File: config.mk
export PLATFORM = sky130hd
export DESIGN_NAME = dsdmnist_result_reader
export DESIGN_NICKNAME = d
export VERILOG_FILES = /design/src/rtl/dsdmnist_result_reader_pkg.sv /design/src/rtl/dsdmnist_result_ram.sv /design/src/rtl/dsdmnist_result_reader.sv
export SDC_FILE = /design/constraint.sdc
export NUM_CORES = 1
export LEC_CHECK = 0
export CORE_ASPECT_RATIO = 0.5
export CORE_MARGIN = 3
export CORE_UTILIZATION = 45
export DETAILED_ROUTE_END_ITERATION = 8
export SYNTH_ARGS = -nofsm -noshare
export SYNTH_HDL_FRONTEND = slang
export SYNTH_HIERARCHICAL = 1
export SYNTH_SLANG_ARGS = --single-unit
export TNS_END_PERCENT = 30
File: constraint.sdc
create_clock -name i_CLK -period 2.7 [get_ports i_CLK]
set_input_delay 0.405 -clock i_CLK [delete_from_list [all_inputs] [get_ports i_CLK]]
set_output_delay 0.405 -clock i_CLK [all_outputs]
set_load 0.01 [all_outputs]
File: src/rtl/dsdmnist_result_reader_pkg.sv
// Shared definitions for the MNIST result reader: default sizing and FSM state encoding.
package dsdmnist_result_reader_pkg;

    localparam int DEF_IMGNUM = 10;
    localparam int DEF_ADDRW  = 4;
    localparam int DEF_DATAW  = 8;

    typedef enum logic [1:0] {
        IDLE    = 2'd0,
        FETCH   = 2'd1,
        PRESENT = 2'd2,
        CLEAR   = 2'd3
    } state_t;

endpackage

File: src/rtl/dsdmnist_result_ram.sv
// Result data array: one write port, one read port with a registered read.
// The array itself is never reset; only the read register returns to zero.
module dsdmnist_result_ram
    import dsdmnist_result_reader_pkg::*;
#(
    parameter int DEPTH = DEF_IMGNUM,
    parameter int ADDRW = DEF_ADDRW,
    parameter int DATAW = DEF_DATAW
) (
    input  logic             clk,
    input  logic             rst,
    input  logic             wr_en,
    input  logic [ADDRW-1:0] wr_addr,
    input  logic [DATAW-1:0] wr_data,
    input  logic             rd_en,
    input  logic [ADDRW-1:0] rd_addr,
    output logic [DATAW-1:0] rd_data
);

    logic [DATAW-1:0] mem [DEPTH];

    // Store a classified digit; addresses outside the array never match.
    always_ff @(posedge clk) begin
        for (int i = 0; i < DEPTH; i++) begin
            if (wr_en && (wr_addr == ADDRW'(i))) begin
                mem[i] <= wr_data;
            end
        end
    end

    // Registered read, held between read strobes so the presented word stays stable.
    always_ff @(posedge clk or posedge rst) begin
        if (rst) begin
            rd_data <= '0;
        end else if (rd_en) begin
            rd_data <= '0;
            for (int i = 0; i < DEPTH; i++) begin
                if (rd_addr == ADDRW'(i)) begin
                    rd_data <= mem[i];
                end
            end
        end
    end

endmodule

File: src/rtl/dsdmnist_result_reader.sv
// Collects per-image results from the accelerator, then streams them out with a
// valid/ready handshake once the accelerator signals completion.
module dsdmnist_result_reader
    import dsdmnist_result_reader_pkg::*;
#(
    parameter int IMGNUM = DEF_IMGNUM,
    parameter int ADDRW  = DEF_ADDRW,
    parameter int DATAW  = DEF_DATAW
) (
    input  logic             i_CLK,
    input  logic             i_RST,
    input  logic             i_RESULTBUF_EN,
    input  logic             i_RESULTBUF_WE,
    input  logic [ADDRW-1:0] i_RESULTBUF_ADDR,
    input  logic [DATAW-1:0] i_RESULTBUF_DATA,
    input  logic             i_ARMINT,
    output logic             o_RD_VALID,
    input  logic             i_RD_READY,
    output logic [DATAW-1:0] o_RD_DATA,
    output logic [ADDRW-1:0] o_RD_IDX,
    output logic             o_RD_LAST,
    output logic             o_RD_MISSING,
    output logic             o_BUSY,
    output logic             o_OVERRUN
);

    // One extra bit so IMGNUM == 2**ADDRW still compares correctly.
    localparam logic [ADDRW:0]   IMG_LIMIT = (ADDRW+1)'(IMGNUM);
    localparam logic [ADDRW-1:0] LAST_IDX  = ADDRW'(IMGNUM - 1);

    state_t              state;
    state_t              next_state;
    logic [ADDRW-1:0]    idx;
    logic [IMGNUM-1:0]   written;
    logic                overrun;
    logic                wr_req;
    logic                wr_ok;
    logic                handshake;
    logic                is_last;
    logic                missing_now;

    assign wr_req    = i_RESULTBUF_EN & i_RESULTBUF_WE;
    assign wr_ok     = wr_req && (state == IDLE) && ({1'b0, i_RESULTBUF_ADDR} < IMG_LIMIT);
    assign handshake = (state == PRESENT) && i_RD_READY;
    assign is_last   = (idx == LAST_IDX);

    dsdmnist_result_ram #(
        .DEPTH (IMGNUM),
        .ADDRW (ADDRW),
        .DATAW (DATAW)
    ) u_ram (
        .clk     (i_CLK),
        .rst     (i_RST),
        .wr_en   (wr_ok),
        .wr_addr (i_RESULTBUF_ADDR),
        .wr_data (i_RESULTBUF_DATA),
        .rd_en   (state == FETCH),
        .rd_addr (idx),
        .rd_data (o_RD_DATA)
    );

    // Sequence IDLE -> FETCH -> PRESENT (-> FETCH ...) -> CLEAR -> IDLE.
    always_comb begin
        next_state = state;
        case (state)
            IDLE:    if (i_ARMINT) next_state = FETCH;
            FETCH:   next_state = PRESENT;
            PRESENT: if (handshake) next_state = is_last ? CLEAR : FETCH;
            CLEAR:   next_state = IDLE;
            default: next_state = IDLE;
        endcase
    end

    // State register.
    always_ff @(posedge i_CLK or posedge i_RST) begin
        if (i_RST) state <= IDLE;
        else       state <= next_state;
    end

    // Readout index: restarts at 0 on arm, advances on each accepted non-final word.
    always_ff @(posedge i_CLK or posedge i_RST) begin
        if (i_RST) begin
            idx <= '0;
        end else if ((state == IDLE) && i_ARMINT) begin
            idx <= '0;
        end else if (handshake && !is_last) begin
            idx <= idx + 1'b1;
        end
    end

    // Written flags: set by accepted writes, wiped in one shot after each run.
    always_ff @(posedge i_CLK or posedge i_RST) begin
        if (i_RST) begin
            written <= '0;
        end else if (state == CLEAR) begin
            written <= '0;
        end else if (wr_ok) begin
            for (int i = 0; i < IMGNUM; i++) begin
                if (i_RESULTBUF_ADDR == ADDRW'(i)) written[i] <= 1'b1;
            end
        end
    end

    // Sticky flag for writes the accelerator attempted during a readout.
    always_ff @(posedge i_CLK or posedge i_RST) begin
        if (i_RST)                      overrun <= 1'b0;
        else if (wr_req && state != IDLE) overrun <= 1'b1;
    end

    // Flag lookup for the presented index; flags cannot change while presenting.
    always_comb begin
        missing_now = 1'b0;
        for (int i = 0; i < IMGNUM; i++) begin
            if (idx == ADDRW'(i)) missing_now = ~written[i];
        end
    end

    assign o_RD_VALID   = (state == PRESENT);
    assign o_RD_IDX     = idx;
    assign o_RD_LAST    = (state == PRESENT) && is_last;
    assign o_RD_MISSING = (state == PRESENT) && missing_now;
    assign o_BUSY       = (state != IDLE);
    assign o_OVERRUN    = overrun;

endmodule

==> results.py <==
metrics = {
    "layout": {
        "layout-drive-gt1-share": 0.111,
        "fillers": 810,
        "area_growth_pct": 19.1,
        "antenna_cells": 0,
        "fin_nets": 442,
    },
    "global_routing": {
        "grt_max_degree": 47,
        "grt_pass1_wl_mm": 16.4,
        "antenna_found_initial": 0,
        "grt_overflow": 0,
        "grt_pass1_vias": 3076,
        "grtUsageTotal": 0.190,
    },
    "die": {
        "start_util": 0.478,
        "pin_count": 35,
        "dieArea_mm2": 0.0117,
        "coreArea_mm2": 0.00976,
        "fp.dieW_um": 150,
        "rows": 25,
        "die_y_um": 78.0,
    },
    "timing": {
        "setup_tns_ns": 0,
        "rsz0062_at_grt": "false",
        "setup_viol": 0,
        "finalCriticalPeriod_ns": 2.53,
        "layout_setup_ws_ns": 0.171,
        "relSlewSlack": 0.532,
        "hold_viol": 0,
        "fin_crit_sh": 0.937,
        "finClkSkew_ns": 0.00753,
        "max_slew.worst_pin.slew_ns": 0.701,
        "timing.final.max_slew_violations": 0,
        "fmax_mhz": 395,
    },
    "place": {
        "io_buffers": 34,
        "place_ws_ns": 0.104,
        "hpwl_mm": 7.36,
        "place_congestion": 0.822,
    },
    "setup_path": {
        "critPathBufInv": 2,
        "reg2regPathDepth": 7,
        "arrival_ns": 2.12,
        "cp.depth": 7,
        "required_ns": 2.30,
        "crit_chain": "inv_1 > ha_1 > nor3b_1 > a2111oi_2 > nor3_1 > o221a_2 > dlygate4sd2_1",
        "slowest_delay_ns": 0.38,
        "crit_slowest_cell": "dfrtp_2",
        "critPathTopFamily": "compound AO/OA/AOI/OAI gates",
        "end_kind": "output port",
        "critPathMaxFanout": 4,
        "path_class": "register to output port",
        "start_kind": "register",
    },
    "power": {
        "power.density_mw_per_mm2": 895,
        "ir_drop_uv": 418,
        "leakage_nw": 2.01,
    },
    "route": {
        "drc": 0,
        "via_count": 3139,
        "post_drt_via_cell_ratio": 5.61,
        "drt_iter0_markers": 229,
        "wl_per_cell_um": 18.4,
        "firstDrtPassIters": 5,
        "wl_mm": 10.3,
        "ant_nets": 0,
    },
    "cts": {
        "clockBufferDepth": 2,
        "clkTransAtPathRegs_ns": 0.07,
        "insertion_delay_ns": 0.35,
        "tritoncts": "done",
        "cts_buffers": 9,
        "ctsRootBufferMaster": "clkbuf_16",
        "htree_levels": 3,
        "cts_sinks": 105,
        "hold_buffers": 0,
    },
    "yosys": {
        "syn_nets": 397,
        "synthCells": 375,
        "ys_types": 46,
        "synth_common_cells": "edfxtp_1 (80), nor2_1 (42), a21oi_1 (26), dfrtp_1 (25), o21ai_0 (21)",
        "async_reset_ff_frac": 0.238,
        "synth_area_mm2": 0.00467,
        "ys.flop_type": "edfxtp_1",
        "avgSynthCellArea_um2": 12.4,
        "synth.most_common_cell": "edfxtp_1",
        "ys_seq_elements": 105,
        "synth_largest_area_cell": "edfxtp_1",
        "synth_edf_count": 80,
        "synth_warnings": 6,
        "netlist.area_leader.share": 0.515,
        "synth_seq_area_share": 0.649,
        "synth.top_cells.by_area": "edfxtp_1 (51%), dfrtp_1 (13%), nor2_1 (3.4%), a21oi_1 (2.8%), o21ai_0 (2.3%)",
    },
    "min_path": {
        "hp-class": "input pin to async pin",
    },
    "run": {
        "drv_cap": 0,
    },
    "outcome": {
        "status": "complete, no violations",
    },
}
[per-layer routing]
layer  wire [um]  part of all wire  global-route usage
met1        4510              0.44               0.256
met2        4820              0.47               0.298
met3         877             0.085              0.0606
met5           0                 0                   0
met4         117             0.011              0.0557
[sequential cells by signal (all words and copies together) (netlist names)]
| signal | count |
|---|---|
| o_OVERRUN | 1 |
| written | 10 |
| u_ram/rd_data | 8 |
| state | 2 |
| u_ram/mem | 80 |
| o_RD_IDX | 4 |
[stage by stage]
step                instances  total power [mW]  hold slack (ns)  cell area [um^2]   util
floorplan                 375              3.02            0.221              4670      -
global placement          542              3.51            0.459              5200  0.533
detailed placement        542              3.56            0.459              5200  0.533
CTS                       560              4.99            0.450              5550  0.569
global route              560              5.28            0.481              5560  0.569
finish                    560              4.97            0.443              5560  0.569
[power by group]
part,internal (mW),total (mW),leakage (nW),switching [mW]
sequential,1.89,1.98,1.04,0.0906
combinational,0.716,1.59,0.811,0.878
clock,0.840,1.40,0.159,0.563
total,3.44,4.97,2.01,1.53
[area by class of cell]
class                      count  area, um^2  area share
clock buffer                  10         239      0.0430
tap                          135         169      0.0304
inverter                      15        58.8      0.0106
timing repair buffer          54         489      0.0880
clock inverter                 6        90.1      0.0162
multi-input combinational    235        1480       0.267
sequential                   105        3030       0.545
[cell usage in the layout, fill, tap and decap left out, types with 7 or more instances in the layout]
cell,n
nand2b_1,9
nand2_1,11
a21oi_1,26
o22ai_1,14
nor2_1,42
o21ai_0,21
buf_4,20
nor3_1,9
a21o_1,7
clkdlybuf4s50_1,33
nand3b_1,11
mux2i_1,10
clkbuf_16,9
edfxtp_1,80
nor2b_1,12
inv_1,14
dfrtp_1,24
[path summary, 6_finish.rpt]
kind	from	endpoint	slack, ns
setup reg to reg	o_RD_IDX[1]	u_ram/rd_data[2]	0.45
max in group asynchronous	i_RST	o_RD_IDX[0]	1.60
hold reg to reg	o_OVERRUN	o_OVERRUN	0.48
setup / recovery	o_RD_IDX[0]	o_RD_MISSING	0.17
min in group i_CLK	o_OVERRUN	o_OVERRUN	0.48
hold / removal	i_RST	u_ram/rd_data[7]	0.44
[cell families after synthesis]
| logic type | synth area share |
|---|---|
| compound gates | 0.133 |
| simple gates | 0.142 |
| buf+inv | 0.0354 |
| mux | 0.0247 |
| flops | 0.649 |
| fa+ha+maj | 0.0107 |
| xor+xnor | 0.00563 |
[timing repair]
action	4_1_cts	5_1_grt
endpoints found under the hold margin	0	0
endpoints found under the setup margin	1	1
setup buffers	2	0
pin swaps	1	0
gates resized for setup	4	1
No activity file was read; power rests on OpenSTA's default activity.
